File: config.mk
export PLATFORM = sky130hd
export DESIGN_NAME = wb_regfile_pipe
export DESIGN_NICKNAME = d
export VERILOG_FILES = /design/src/rtl/wb_regfile_pipe.sv
export SDC_FILE = /design/constraint.sdc
export NUM_CORES = 2
export LEC_CHECK = 0
export BUFFER_PORTS_ARGS = -buffer_cell sky130_fd_sc_hd__buf_2
export CORE_MARGIN = 2
export CORE_UTILIZATION = 35
export DETAILED_ROUTE_END_ITERATION = 10
export PLACE_DENSITY_LB_ADDON = 0.1
export SYNTH_ARGS = -nofsm -noshare
export SYNTH_HDL_FRONTEND = slang
export SYNTH_SLANG_ARGS = --single-unit
File: constraint.sdc
create_clock -name clk -period 4.05 [get_ports clk]
set_input_delay 0.2025 -clock clk [delete_from_list [all_inputs] [get_ports clk]]
set_output_delay 0.2025 -clock clk [all_outputs]
set_load 0.02 [all_outputs]
File: src/rtl/wb_regfile_pipe.sv
// ---------------------------------------------------------------------------
// wb_regfile_pipe
//
// Register file and write-back stage for the PIPE processor. The register
// array is held in flops. The W-stage instruction code selects which of the
// two write ports (E and M) may write. Two asynchronous read ports serve the
// decode stage. A non-AOK status sets a sticky halt. A saturating counter
// tracks retired instructions.
//
// Optional feature: define WB_BYPASS_EN so that the read ports forward the
// write data of the current W-stage instruction in the same cycle. When a
// read address matches both write ports, the M-port data is returned.
//
// Ports:
//   clk          clock; all state updates on the rising edge
//   rst          synchronous active-high reset
//   W_stat       W-stage status (0 AOK, 1 HLT, 2 ADR, 3 INS)
//   W_icode      W-stage instruction code (0 halt .. 11 popq)
//   W_dstE       E-port destination register (RNONE = no write)
//   W_dstM       M-port destination register (RNONE = no write)
//   W_valE       E-port write data
//   W_valM       M-port write data
//   srcA, srcB   read port addresses
//   valA, valB   read port data (0 for RNONE or an unimplemented index)
//   halted       sticky halt flag, cleared only by rst
//   retired_cnt  saturating count of retired non-nop instructions
// ---------------------------------------------------------------------------
module wb_regfile_pipe #(
    parameter int                 DATA_W   = 64,
    parameter int                 ADDR_W   = 4,
    parameter int                 NREGS    = 15,
    parameter int                 RSP_IDX  = 4,
    parameter logic [DATA_W-1:0]  RSP_INIT = '0,
    parameter int                 CNT_W    = 32
) (
    input  logic              clk,
    input  logic              rst,
    input  logic [1:0]        W_stat,
    input  logic [3:0]        W_icode,
    input  logic [ADDR_W-1:0] W_dstE,
    input  logic [ADDR_W-1:0] W_dstM,
    input  logic [DATA_W-1:0] W_valE,
    input  logic [DATA_W-1:0] W_valM,
    input  logic [ADDR_W-1:0] srcA,
    input  logic [ADDR_W-1:0] srcB,
    output logic [DATA_W-1:0] valA,
    output logic [DATA_W-1:0] valB,
    output logic              halted,
    output logic [CNT_W-1:0]  retired_cnt
);

    localparam logic [ADDR_W-1:0] RNONE    = '1;
    localparam logic [1:0]        STAT_AOK = 2'd0;

    // One bit per icode. The E port is used by rrmovq/cmovXX (2), irmovq (3),
    // OPq (6), call (8), ret (9), pushq (10) and popq (11).
    localparam logic [15:0] E_WRITERS = 16'h0F4C;
    // The M port is used by mrmovq (5) and popq (11).
    localparam logic [15:0] M_WRITERS = 16'h0820;
    // Retired instructions: every defined icode except nop (1).
    localparam logic [15:0] COUNTED   = 16'h0FFD;

    logic [DATA_W-1:0] regs [NREGS];

    logic commit;
    logic we_e;
    logic we_m;

    // True when the register index is implemented (not RNONE and below NREGS).
    function automatic logic addr_ok(input logic [ADDR_W-1:0] a);
        return (a != RNONE) && (int'(a) < NREGS);
    endfunction

    assign commit = !rst && !halted && (W_stat == STAT_AOK);
    assign we_e   = commit && E_WRITERS[W_icode] && addr_ok(W_dstE);
    assign we_m   = commit && M_WRITERS[W_icode] && addr_ok(W_dstM);

    // NOTE: the array is built from flops, not a RAM macro, so every entry is
    // reset. A RAM-based version would have to clear its contents another way.
    always_ff @(posedge clk) begin
        if (rst) begin
            for (int i = 0; i < NREGS; i++) begin
                // NOTE: sequential state uses non-blocking assignment, so all
                // flops update together and the order of reads is not a race.
                regs[i] <= (i == RSP_IDX) ? RSP_INIT : '0;
            end
        end else begin
            if (we_e) begin
                regs[W_dstE] <= W_valE;
            end
            // Placed after the E write: if both ports target the same
            // register, the M data wins (popq %rsp keeps the popped value).
            if (we_m) begin
                regs[W_dstM] <= W_valM;
            end
        end
    end

    // The halt flag is sticky. Once it is set, commit stays low until rst.
    always_ff @(posedge clk) begin
        if (rst) begin
            halted <= 1'b0;
        end else if (!halted && (W_stat != STAT_AOK)) begin
            halted <= 1'b1;
        end
    end

    // Saturating retired-instruction counter. A halt bubble that arrives with
    // AOK status (icode 0) is counted; upstream bubbles are injected as nops.
    always_ff @(posedge clk) begin
        if (rst) begin
            retired_cnt <= '0;
        end else if (commit && COUNTED[W_icode] && (retired_cnt != '1)) begin
            retired_cnt <= retired_cnt + CNT_W'(1);
        end
    end

    always_comb begin
        // NOTE: each output is given a default first, so every path assigns
        // it and no latch is inferred.
        valA = '0;
        valB = '0;
        if (addr_ok(srcA)) begin
            valA = regs[srcA];
        end
        if (addr_ok(srcB)) begin
            valB = regs[srcB];
        end
`ifdef WB_BYPASS_EN
        // Forward the write of the current W-stage instruction. The M port is
        // checked first to match the write collision rule.
        if (we_m && (srcA == W_dstM)) begin
            valA = W_valM;
        end else if (we_e && (srcA == W_dstE)) begin
            valA = W_valE;
        end
        if (we_m && (srcB == W_dstM)) begin
            valB = W_valM;
        end else if (we_e && (srcB == W_dstE)) begin
            valB = W_valE;
        end
`endif
    end

endmodule

* Yosys cells after proc, flatten, opt, wreduce, memory -nomap -nowiden *
Memories as Yosys holds them, arrays and structs flattened.
Cells that the tools add are included.

word-level totals
  memory bits (writable) = 960
  bits of input ports = 152
  ROM bits = 48
  logic and storage cells = 55
  register bits after elaboration = 33
  memories = 4
  output and inout port bits = 161

memories
  memory            depth  bits a word  rd ports  clocked after Yosys merged registers in  wr ports  line  text
  regs              15     64           2         0                                        15        63    logic [DATA_W-1:0] regs [NREGS];
  (name not given)  16     1            1         0                                        0         113   end else if (commit && COUNTED[W_icode] && (retired_cnt != '1)) begin
  (name not given)  16     1            1         0                                        0         76    assign we_m = commit && M_WRITERS[W_icode] && addr_ok(W_dstM);
  (name not given)  16     1            1         0                                        0         75    assign we_e = commit && E_WRITERS[W_icode] && addr_ok(W_dstE);

operators by class
  mux-type cells = 19
  magnitude comparators = 5
  reduce and logical (&&, ||, !) cells = 19
  add/subtract/negate cells = 1
  equality and inequality tests = 5

operators with widths
  operator               count
  $mux 64                4
  $reduce_or 64->1       2
  $add 32x1->32 const B  1
  $ne 32x32->1 const B   1
  $lt 4x4->1 const B     4
  $ne 4x4->1 const B     4
  $logic_and 1x1->1      13
  $mux 1                 13
  $mux 4                 2
  $lt 4x5->1 const B     1
  $logic_not 1->1        2
  $logic_not 2->1        1
  $reduce_bool 2->1      1

* Depth between registers and ports, before layout *
  depth after elaboration = 10
  depth in mapped cells = 9
  mapped depth without buffers = 6

* Worst setup path before layout *
Ideal clock, no wire load.

  path type = register -> register
  start point = register halted
  end point = memory regs[11][0], enable pin
  arrival time = 3.129 ns
  path buffers = 3
  cell stages (with the launch flop) = 8
  slack = 0.496 ns
  clock period less this slack = 3.554 ns
  data required time = 3.625 ns
  setup time = 0.425 ns
  path through = dfxtp_1 > nor4_4 > o211a_1 > buf_4 > and4b_1 > buf_4 > buf_6 > or3_1

RTL lines
  what                    line  text
  from (decl)             48    output logic halted,
  from (signal assigned)  102   halted <= 1'b0;
  from (signal assigned)  104   halted <= 1'b1;
  to (decl)               63

==> results.toml <==
[timing]
setup_violations = 0
fin_crit_sh = 0.828
slew_viol_final = 0
skew_ns = 0.0356
tightestPinTransition_ns = 0.858
rsz0062_at_grt = "no"
period_minus_slack_ns = 3.35
tns_ns = 0
max_freq_ghz = 0.298
relSlewSlack = 0.428
finalHoldViolations = 0

[logic_synthesis]
synth_edf_count = 1024
synthesis.area_sq_mm = 0.0632
ys_seq_elements = 1057
synth_cell_type_count = 58
syn_area_per_cell_sq_um = 11.3
ys_warn_count = 0
ys_seq_area_frac = 0.497
syn_inst = 5606
ys.flop_type = "edfxtp_1"
async_reset_ff_frac = 0

[drt]
drc = 0
antenna_left = 0
wl_per_cell_microns = 31.0
viasPerCell = 5.74
vias = 46900
wl_mm = 253
first_iter_violations = 5392
drtPass1Iterations = 6

[global_routing]
grt_pass1_vias = 45800
grt_pass1_wl_mm = 357
grt_overflow = 0
antenna_found_initial = 22
grtUsageTotal = 0.272
grt_max_degree = 129

[floorplanning]
die_h_microns = 429
io_pins = 313
dieWidth_microns = 429
std_cell_rows = 155
initial_utilization = 0.353
die-area_sq_mm = 0.184
fp.coreArea_sq_mm = 0.179

[setup_path]
cp_slowest_cell = "o211a_1"
path_delay_family = "simple AND/OR/NAND/NOR gates"
worstPathMaxFanout = 26
critPathArrivalTime_ns = 3.82
critPathMaxStageDelay_ns = 0.77
startpoint_type = "register"
path_cells = "nor4_4 -> o211a_1 -> and4b_4 -> or3_4 -> buf_12"
cp_num_buf_inv = 1
crit_type = "register to register"
required_ns = 4.51
end_kind = "register"

[clocking]
clock_sinks = 1057
clockBufferDepth = 3
root_buffer = "clkbuf_16"
clock_latency_ns = 0.81
clk_pin_slew_ns = 0.06
cts_max_level = 4
cts_tree = "built"
cts_made_buffers = 135

[finish]
regArea_sq_mm = 0.0314
multi_input_area_sq_mm = 0.0292
fill_cells = 16800
drive_gt1_frac = 0.227
area_growth_pct = 14.7
nets = 5853
final_core_util = 0.405

[power]
leakage_nw = 23.2
max-vdd-ir-drop_mv = 0.301
power_density_mw_per_mm2 = 385

[status]
status = "finished, final reports clean"

[job]
cap_viol_max_count = 0

[placed_design]
io_buffers = 312
hpwl_mm = 137
gp_congestion = 0.793

[min_path]
hp-class = "input port to register"
-- final timing paths --
check / start / end / slack, ns / depth (start not counted)
setup / recovery: halted / regs[6][21] / 0.70 / 5
hold / removal: rst / retired_cnt[14] / 0.07 / 3
setup reg to reg: halted / regs[6][21] / 0.70 / 5
hold reg to reg: retired_cnt[10] / retired_cnt[10] / 0.49 / 2
-- synth_stat cells, types with 2 or more instances --
master	number	area [sq um]
xor2_1	3	26.3
nor4_4	2	42.5
nand4_1	9	56.3
clkbuf_2	31	155
edfxtp_1	1024	30700
nor2b_1	133	832
and4b_1	8	80.1
o21ai_1	88	440
o21ai_0	881	4410
and4_1	7	61.3
clkbuf_1	393	1480
and3_1	4	25.0
nand2b_1	2	12.5
dfxtp_1	33	661
buf_2	187	936
buf_6	21	236
and2_1	4	25.0
mux2_2	2	22.5
nor3_1	11	55.1
or4_1	11	82.6
nor2_1	16	60.1
mux2i_1	2	20.0
buf_4	18	135
or3_1	25	156
mux4_2	640	14400
o31ai_1	10	75.1
inv_1	5	18.8
and4bb_2	4	50.1
o41ai_1	2	17.5
nor4_1	7	43.8
o311ai_0	3	26.3
a31o_2	2	17.5
buf_1	25	93.8
nand3_1	13	65.1
nand2_1	1939	7280
a21oi_1	19	95.1
-- power by group --
group / internal (mW) / switching, mW
sequential: 12.4 / 0.223
combinational: 1.49 / 2.10
clock: 6.56 / 5.15
-- cells by family after synthesis --
logic type	Yosys count	synth area share
simple gates	2204	0.143
flops	1057	0.497
compound gates	1014	0.0820
buf+inv	682	0.0487
mux	644	0.229
xor+xnor	3	0.000416
fa+ha+maj	1	0.000198
other cells	1	0.0000594
-- layout make-up --
cell class / count / area share
timing repair buffer: 571 / 0.0660
clock buffer: 166 / 0.0492
multi-input combinational: 3930 / 0.402
sequential: 1057 / 0.433
inverter: 5 / 0.000259
clock inverter: 79 / 0.00828
antenna: 4 / 0.000138
tap: 2355 / 0.0406
-- sequential cells by signal, indices dropped and copies added, names as in the netlist --
name         flops
halted           1
retired_cnt     32
regs          1024
-- worst min-delay path, stage by stage --
cell	delay (ns)
buf_2	0.12
buf_4	0.31
nor2_1	0.16
-- through the flow --
step	area (sq um)	hold WS, ns	setup slack [ns]	power (mW)	instances
3_5_place_dp	67000	0.467	0.777	16.4	7788
6_report	72500	0.0658	0.698	27.9	8167
4_1_cts	72500	0.00641	0.768	28.1	8163
3_3_place_gp	67000	0.470	0.773	16.3	7788
2_1_floorplan	63400	0.322	0.496	14.9	5669
5_1_grt	72500	0.0650	0.644	28.7	8164
-- placed cells by master, fill, tap and decap left out, types with 11 or more instances in the layout --
master / count
clkbuf_16: 138
o21ai_0: 881
dfxtp_1: 33
or4_1: 11
dlygate4sd3_1: 130
a21oi_1: 19
nand2_1: 1939
buf_4: 58
buf_12: 71
buf_2: 304
or3_4: 15
nor2b_1: 133
edfxtp_1: 1024
conb_1: 64
o21ai_1: 88
clkinv_1: 43
clkinv_2: 15
mux4_2: 640
clkbuf_1: 27
nand3_1: 13
nor2_1: 11
-- repair_timing --
item | 4_1_cts | 5_1_grt
buffers inserted | 0 | 0
endpoints found under the hold margin | 1024 | 0
hold buffers | 130 | 0
gates resized for setup | 0 | 0
-- layer usage --
layer	wire length [microns]	vias to the layer above	GRT usage	share of wire
li1	-	20600	-	-
met1	106000	23800	0.372	0.42
met2	124000	2063	0.454	0.49
met3	16100	373	0.0337	0.064
met4	6760	2	0.0764	0.027
met5	13	-	0	0.000051
Power figures use the tool's default switching activity.
